**src/rtl/cv32e40s_pkg.sv**
```systemverilog
// cv32e40s_pkg: alert aggregator types, source indices and default major-source mask.
package cv32e40s_pkg;
  typedef enum logic [1:0] {
    ALERT_ESC_IDLE,
    ALERT_ESC_COUNT,
    ALERT_ESC_ESC
  } alert_esc_state_e;
  localparam int ALERT_IDX_SOFT     = 0;
  localparam int ALERT_IDX_PARITY   = 1;
  localparam int ALERT_IDX_ECC      = 2;
  localparam int ALERT_IDX_LOCKSTEP = 3;
  localparam int ALERT_IDX_PC_CHECK = 4;
  localparam logic [31:0] ALERT_MAJOR_MASK_DEFAULT = 32'h0000_001E;
endpackage

```
**src/rtl/cv32e40s_alert_esc_cnt.sv**
```systemverilog
// cv32e40s_alert_esc_cnt: window/event counters and FSM escalating repeated minor alerts.
module cv32e40s_alert_esc_cnt
  import cv32e40s_pkg::*;
#(
  parameter int ESC_THRESHOLD = 4,
  parameter int ESC_WINDOW    = 1024
) (
  input  logic clk,
  input  logic rst_n,
  input  logic minor_evt,
  input  logic clr,
  output logic esc_fire,
  output logic esc_active
);
  localparam int WW = $clog2(ESC_WINDOW + 1);
  localparam int EW = $clog2(ESC_THRESHOLD + 1);
  localparam logic [WW-1:0] WIN_INIT = WW'(ESC_WINDOW - 1);
  localparam logic [EW-1:0] EVT_LAST = EW'(ESC_THRESHOLD - 1);
  localparam logic [EW-1:0] EVT_ONE  = EW'(1);
  if (ESC_THRESHOLD < 2) begin : g_bad_thr
    $error("ESC_THRESHOLD must be >= 2");
  end
  if (ESC_WINDOW < 1) begin : g_bad_win
    $error("ESC_WINDOW must be >= 1");
  end
  alert_esc_state_e state_q, state_d;
  logic [WW-1:0] win_q, win_d;
  logic [EW-1:0] evt_q, evt_d;
  logic restart;
  assign restart = clr || state_q == ALERT_ESC_IDLE || (state_q == ALERT_ESC_COUNT && win_q == '0);
  // Escalation beats window expiry; clear beats escalation, then a same-cycle minor reopens a window.
  always_comb begin
    state_d  = state_q;
    win_d    = win_q;
    evt_d    = evt_q;
    esc_fire = 1'b0;
    if (state_q == ALERT_ESC_COUNT && !clr && minor_evt && evt_q == EVT_LAST) begin
      state_d  = ALERT_ESC_ESC;
      esc_fire = 1'b1;
    end else if (restart) begin
      state_d = minor_evt ? ALERT_ESC_COUNT : ALERT_ESC_IDLE;
      win_d   = minor_evt ? WIN_INIT : '0;
      evt_d   = minor_evt ? EVT_ONE : '0;
    end else if (state_q == ALERT_ESC_COUNT) begin
      win_d = win_q - 1'b1;
      evt_d = evt_q + EW'(minor_evt);
    end
  end
  always_ff @(posedge clk) begin
    if (!rst_n) begin
      state_q <= ALERT_ESC_IDLE;
      win_q   <= '0;
      evt_q   <= '0;
    end else begin
      state_q <= state_d;
      win_q   <= win_d;
      evt_q   <= evt_d;
    end
  end
  assign esc_active = state_q == ALERT_ESC_ESC;
endmodule

```
**src/rtl/cv32e40s_alert_agg.sv**
```systemverilog
// cv32e40s_alert_agg: registered minor/major alert aggregation with sticky causes and clear handshake.
// Escalation of repeated minor alerts is built only when CV32E40S_ALERT_ESC_EN is defined.
module cv32e40s_alert_agg
  import cv32e40s_pkg::*;
#(
  parameter int          NUM_SRC       = 5,
  parameter logic [31:0] MAJOR_MASK    = ALERT_MAJOR_MASK_DEFAULT,
  parameter int          ESC_THRESHOLD = 4,
  parameter int          ESC_WINDOW    = 1024
) (
  input  logic               clk,
  input  logic               rst_n,
  input  logic [NUM_SRC-1:0] alert_src_i,
  input  logic               clr_req_i,
  output logic               clr_ack_o,
  output logic               alert_minor_o,
  output logic               alert_major_o,
  output logic               alert_esc_o,
  output logic [NUM_SRC-1:0] alert_cause_o
);
  if (NUM_SRC < 1 || NUM_SRC > 32) begin : g_bad_num_src
    $error("NUM_SRC must be 1..32");
  end
  if (ESC_THRESHOLD < 2) begin : g_bad_thr
    $error("ESC_THRESHOLD must be >= 2");
  end
  if (ESC_WINDOW < 1) begin : g_bad_win
    $error("ESC_WINDOW must be >= 1");
  end
  localparam logic [NUM_SRC-1:0] MASK = MAJOR_MASK[NUM_SRC-1:0];
  logic minor_evt, major_evt, esc_fire;
  assign minor_evt = |(alert_src_i & ~MASK);
  assign major_evt = |(alert_src_i & MASK);
`ifdef CV32E40S_ALERT_ESC_EN
  cv32e40s_alert_esc_cnt #(
    .ESC_THRESHOLD(ESC_THRESHOLD),
    .ESC_WINDOW   (ESC_WINDOW)
  ) u_esc_cnt (
    .clk       (clk),
    .rst_n     (rst_n),
    .minor_evt (minor_evt),
    .clr       (clr_req_i),
    .esc_fire  (esc_fire),
    .esc_active(alert_esc_o)
  );
`else
  assign esc_fire    = 1'b0;
  assign alert_esc_o = 1'b0;
`endif
  always_ff @(posedge clk) begin
    if (!rst_n) begin
      alert_minor_o <= 1'b0;
      alert_major_o <= 1'b0;
      alert_cause_o <= '0;
      clr_ack_o     <= 1'b0;
    end else begin
      alert_minor_o <= minor_evt;
      alert_major_o <= major_evt | esc_fire;
      alert_cause_o <= (clr_req_i ? '0 : alert_cause_o) | alert_src_i;
      clr_ack_o     <= clr_req_i;
    end
  end
endmodule
```
**config.mk**
```make
export PLATFORM = sky130hd
export DESIGN_NAME = cv32e40s_alert_agg
export DESIGN_NICKNAME = d
export VERILOG_FILES = /design/src/rtl/cv32e40s_pkg.sv /design/src/rtl/cv32e40s_alert_esc_cnt.sv /design/src/rtl/cv32e40s_alert_agg.sv
export SDC_FILE = /design/constraint.sdc
export NUM_CORES = 1
export LEC_CHECK = 0
export ABC_AREA = 1
export CELL_PAD_IN_SITES_DETAIL_PLACEMENT = 1
export CELL_PAD_IN_SITES_GLOBAL_PLACEMENT = 2
export CORE_MARGIN = 2
export CORE_UTILIZATION = 18
export DETAILED_ROUTE_END_ITERATION = 8
export GPL_ROUTABILITY_DRIVEN = 1
export PLACE_DENSITY = 0.82
export SLEW_MARGIN = 25
export SYNTH_ARGS = -nofsm -noshare
export SYNTH_HDL_FRONTEND = slang
export SYNTH_SLANG_ARGS = --single-unit
```
**constraint.sdc**
```tcl
create_clock -name clk -period 1.4 [get_ports clk]
set_input_delay 0.28 -clock clk [delete_from_list [all_inputs] [get_ports clk]]
set_output_delay 0.28 -clock clk [all_outputs]
set_load 0.05 [all_outputs]
```
* Word-level counts from Yosys, hierarchy flattened
Index checks and enable logic that the tools add are counted.
** Operators by class
- Mux-type cells :: 1
- Bitwise operators :: 1
- Reduce and logical (&&, ||, !) cells :: 1
** Operators with widths (count)
- $mux W5 :: 1
- $or A5 B5 Y5 :: 1
- $reduce_or A4 Y1 :: 1
** Word-level totals
- Register bits after elaboration :: 8
- Bits of input ports :: 8
- Word-level logic and storage cells :: 7

* Logic depth before layout (Yosys ltp)
- Depth after elaboration :: 2
- Mapped depth :: 3
- Gate-level depth less buffers :: 3

* Worst setup path before layout
Ideal clock, no wire load.
- Kind :: flip-flop to flip-flop
- From :: reg alert_cause_o[1]
- To :: reg alert_cause_o[1]
- Arrival time :: 841 ps
- Required time :: 1334 ps
- Path slack :: 493 ps
- Cell stages (with the launch flop) :: 3
- Clock period less this slack :: 907 ps
- Cells stage by stage :: dfxtp_1 nand2_1 a21oi_2
** Between the ends
- Longest elaborated chain between the ends :: 2
** RTL lines
- from (decl) :: line cv32e40s_alert_agg.sv:19 : output logic [NUM_SRC-1:0] alert_cause_o
- from (signal assigned) :: line cv32e40s_alert_agg.sv:59 : alert_cause_o <= (clr_req_i ? '0 : alert_cause_o) | alert_src_i;
- $mux W5 :: line cv32e40s_alert_agg.sv:59
- $or A5 B5 Y5 :: line cv32e40s_alert_agg.sv:59
Every way passes these cells.
A chain may end at the register's enable or synchronous reset.

* Worst setup path after layout
- From :: reg alert_cause_o[3]
- To :: out alert_cause_o[3]
No word-level cell between the ends.

==> reports/qor.txt <==
Status -> finished, final reports clean
Crit. End Element -> output pin
Antenna violations before repair -> 0
Pleak -> 0.2562 nW
Worst-path cell chain -> buf_12
Area of the multi-input gates -> 86.33 µm²
Num CTS Buffers -> 3
Die footprint -> 1911 µm²
WL/cell -> 8.758 µm
Skew final -> 0 ps
Crit path kind -> reg -> out
Clk_lat worst skew -> 240 ps
Vias -> 260
Delay-heaviest family, CP -> flip-flops
TNS Setup -> 0 ps
Gr ovfl total -> 0
Routed WL -> 578 µm
# DRC -> 0
Cell variety after synth -> 9
H-tree lvl count -> 1
Maxcap violations -> 0
Critical-path maximum fanout -> 2
DRT Pass-1 Iters -> 1
Cell row count -> 14
Area of the core -> 1489 µm²
Fillers -> 176
Post-CTS Resized -> 0
Synthesis Warnings -> 0
Final hold vios -> 0
RSZ-0062 raised after global routing -> false
Register area share after synthesis -> 56.39%
CTS Hold Bufs -> 0
First-pass GRT wire length -> 966 µm
Overall routing resource usage -> 7.600%
Die Height -> 43.72 µm
Power Dens Cells -> 1072 nW/µm²
Pwr Total -> 0.5889 mW
Clock period minus worst slack -> 1062 ps
Syn nets -> 41
Most frequent cells in the layout -> dfxtp_1 (8), buf_12 (8), nand2_1 (7), clkdlybuf4s50_1 (7), inv_1 (6)
Final instance area -> 549.3 µm²
FF+latch area -> 160.2 µm²
Initial DRC Count -> 0
CP max stage cell -> dfxtp_1
Setup WS pre-CTS -> 307.9 ps
Area grow syn2layout -> 93.39%
Type of the worst min-delay path -> reg -> reg
Fin util -> 36.89%
Placed cell area -> 526.8 µm²
CTS Buffer Depth -> 2
Synthesized area -> 284.0 µm²
# IOs -> 17
Worst IR drop on VDD -> 0.2557 mV
Initial core utilization -> 19.08%
Synth Register Bits -> 8
Worst Path Buf+Inv -> 1
Via density -> 3.939
Cells after synthesis -> 33
Final Worst Setup Slack -> 338.1 ps
CTS tree -> built
Vias in the first global route -> 247
Fraction of layout cells with a size suffix above 1 -> 36.00%
# setup viols final -> 0
Fmax -> 941.7 MHz
Worst EP required -> 1120 ps
Root buffer cell -> clkbuf_4
Post-CTS Setup Repair Bufs -> 0
CP Launch Type -> register
CP max stage delay -> 380 ps
Final period util -> 75.85%
N_diodes -> 0
Clock transition at path regs -> 50 ps
Critical path arrival -> 780 ps
Post-route ant nets -> 0
Last weighted congestion value of the routability-driven placer -> 0.6838
Syn avg cell area -> 8.607 µm²
CTS sink count -> 8
Nets -> 60
Final Max Slew Viols -> 0
Buffers on Ports -> 15
Final HPWL DP -> 492.2 µm
Die span in x -> 43.72 µm
Largest net degree at the start of global routing -> 6
[synth_stat cells]
cell / n / area share (%)
nand2_1: 7 / 9.3
nor2_1: 2 / 2.6
conb_1: 1 / 1.3
inv_2: 2 / 2.6
a21oi_2: 5 / 15
dfxtp_1: 8 / 56
buf_4: 1 / 2.6
inv_1: 6 / 7.9
nand3_1: 1 / 1.8
[registers in the layout, summed over array words and instances (netlist names)]
name           count
alert_minor_o      1
alert_cause_o      5
clr_ack_o          1
alert_major_o      1
[layer usage]
layer / wire, µm / vias up / part of all wire [%] / GRT usage, %
met5: 0 / - / 0 / 0
met4: 4 / 0 / 0.69 / 9.091
met3: 46 / 2 / 8.0 / 2.500
met2: 315 / 11 / 54 / 11.76
met1: 212 / 119 / 37 / 7.161
li1: - / 128 / - / -
[through the flow]
step	hold slack [ps]	instances
after global placement	501.4	63
after global routing	530.7	66
after CTS	505.7	66
final	498.8	66
after detailed placement	498.4	63
after floorplan	373.5	33
[power breakdown]
group          total, mW  internal (mW)  switching, mW
Clock              0.169         0.0976         0.0716
Sequential         0.257          0.243         0.0139
Combinational      0.163         0.0795         0.0833
Total              0.589          0.420          0.169
[worst min-delay path: stages (launching register included)]
cell     delay, ps
dfxtp_1        330
nand3_1         80
nand2_1         40
[final cells by class]
| class | count | area share, % |
|---|---|---|
| Inverter | 8 | 5.467 |
| Timing Repair Buffer | 15 | 41.91 |
| Sequential cell | 8 | 29.16 |
| Clock buffer | 3 | 4.100 |
| Tap cell | 16 | 3.645 |
| Multi-Input combinational cell | 16 | 15.72 |
[final timing paths]
path | slack, ps | start | end | cells after the start
worst max register to register | 760 | alert_cause_o[3] | alert_cause_o[3] | 2
worst max-delay path | 340 | alert_cause_o[3] | alert_cause_o[3] | 1
worst min register to register | 500 | alert_cause_o[0] | alert_cause_o[0] | 2
worst min-delay path | 500 | alert_cause_o[0] | alert_cause_o[0] | 2
[kinds of logic (layout without fill, tap and decap cells)]
group                  count (synthesis)  in the layout  share of synthesized area [%]
flip-flops                             8              8                          56.39
buffers and inverters                  9             26                          13.22
AND/OR/NAND/NOR                       10             10                          13.66
other                                  1              1                          1.320
AO/OA/AOI/OAI                          5              5                          15.42
No activity file was read; power rests on OpenSTA's default activity.
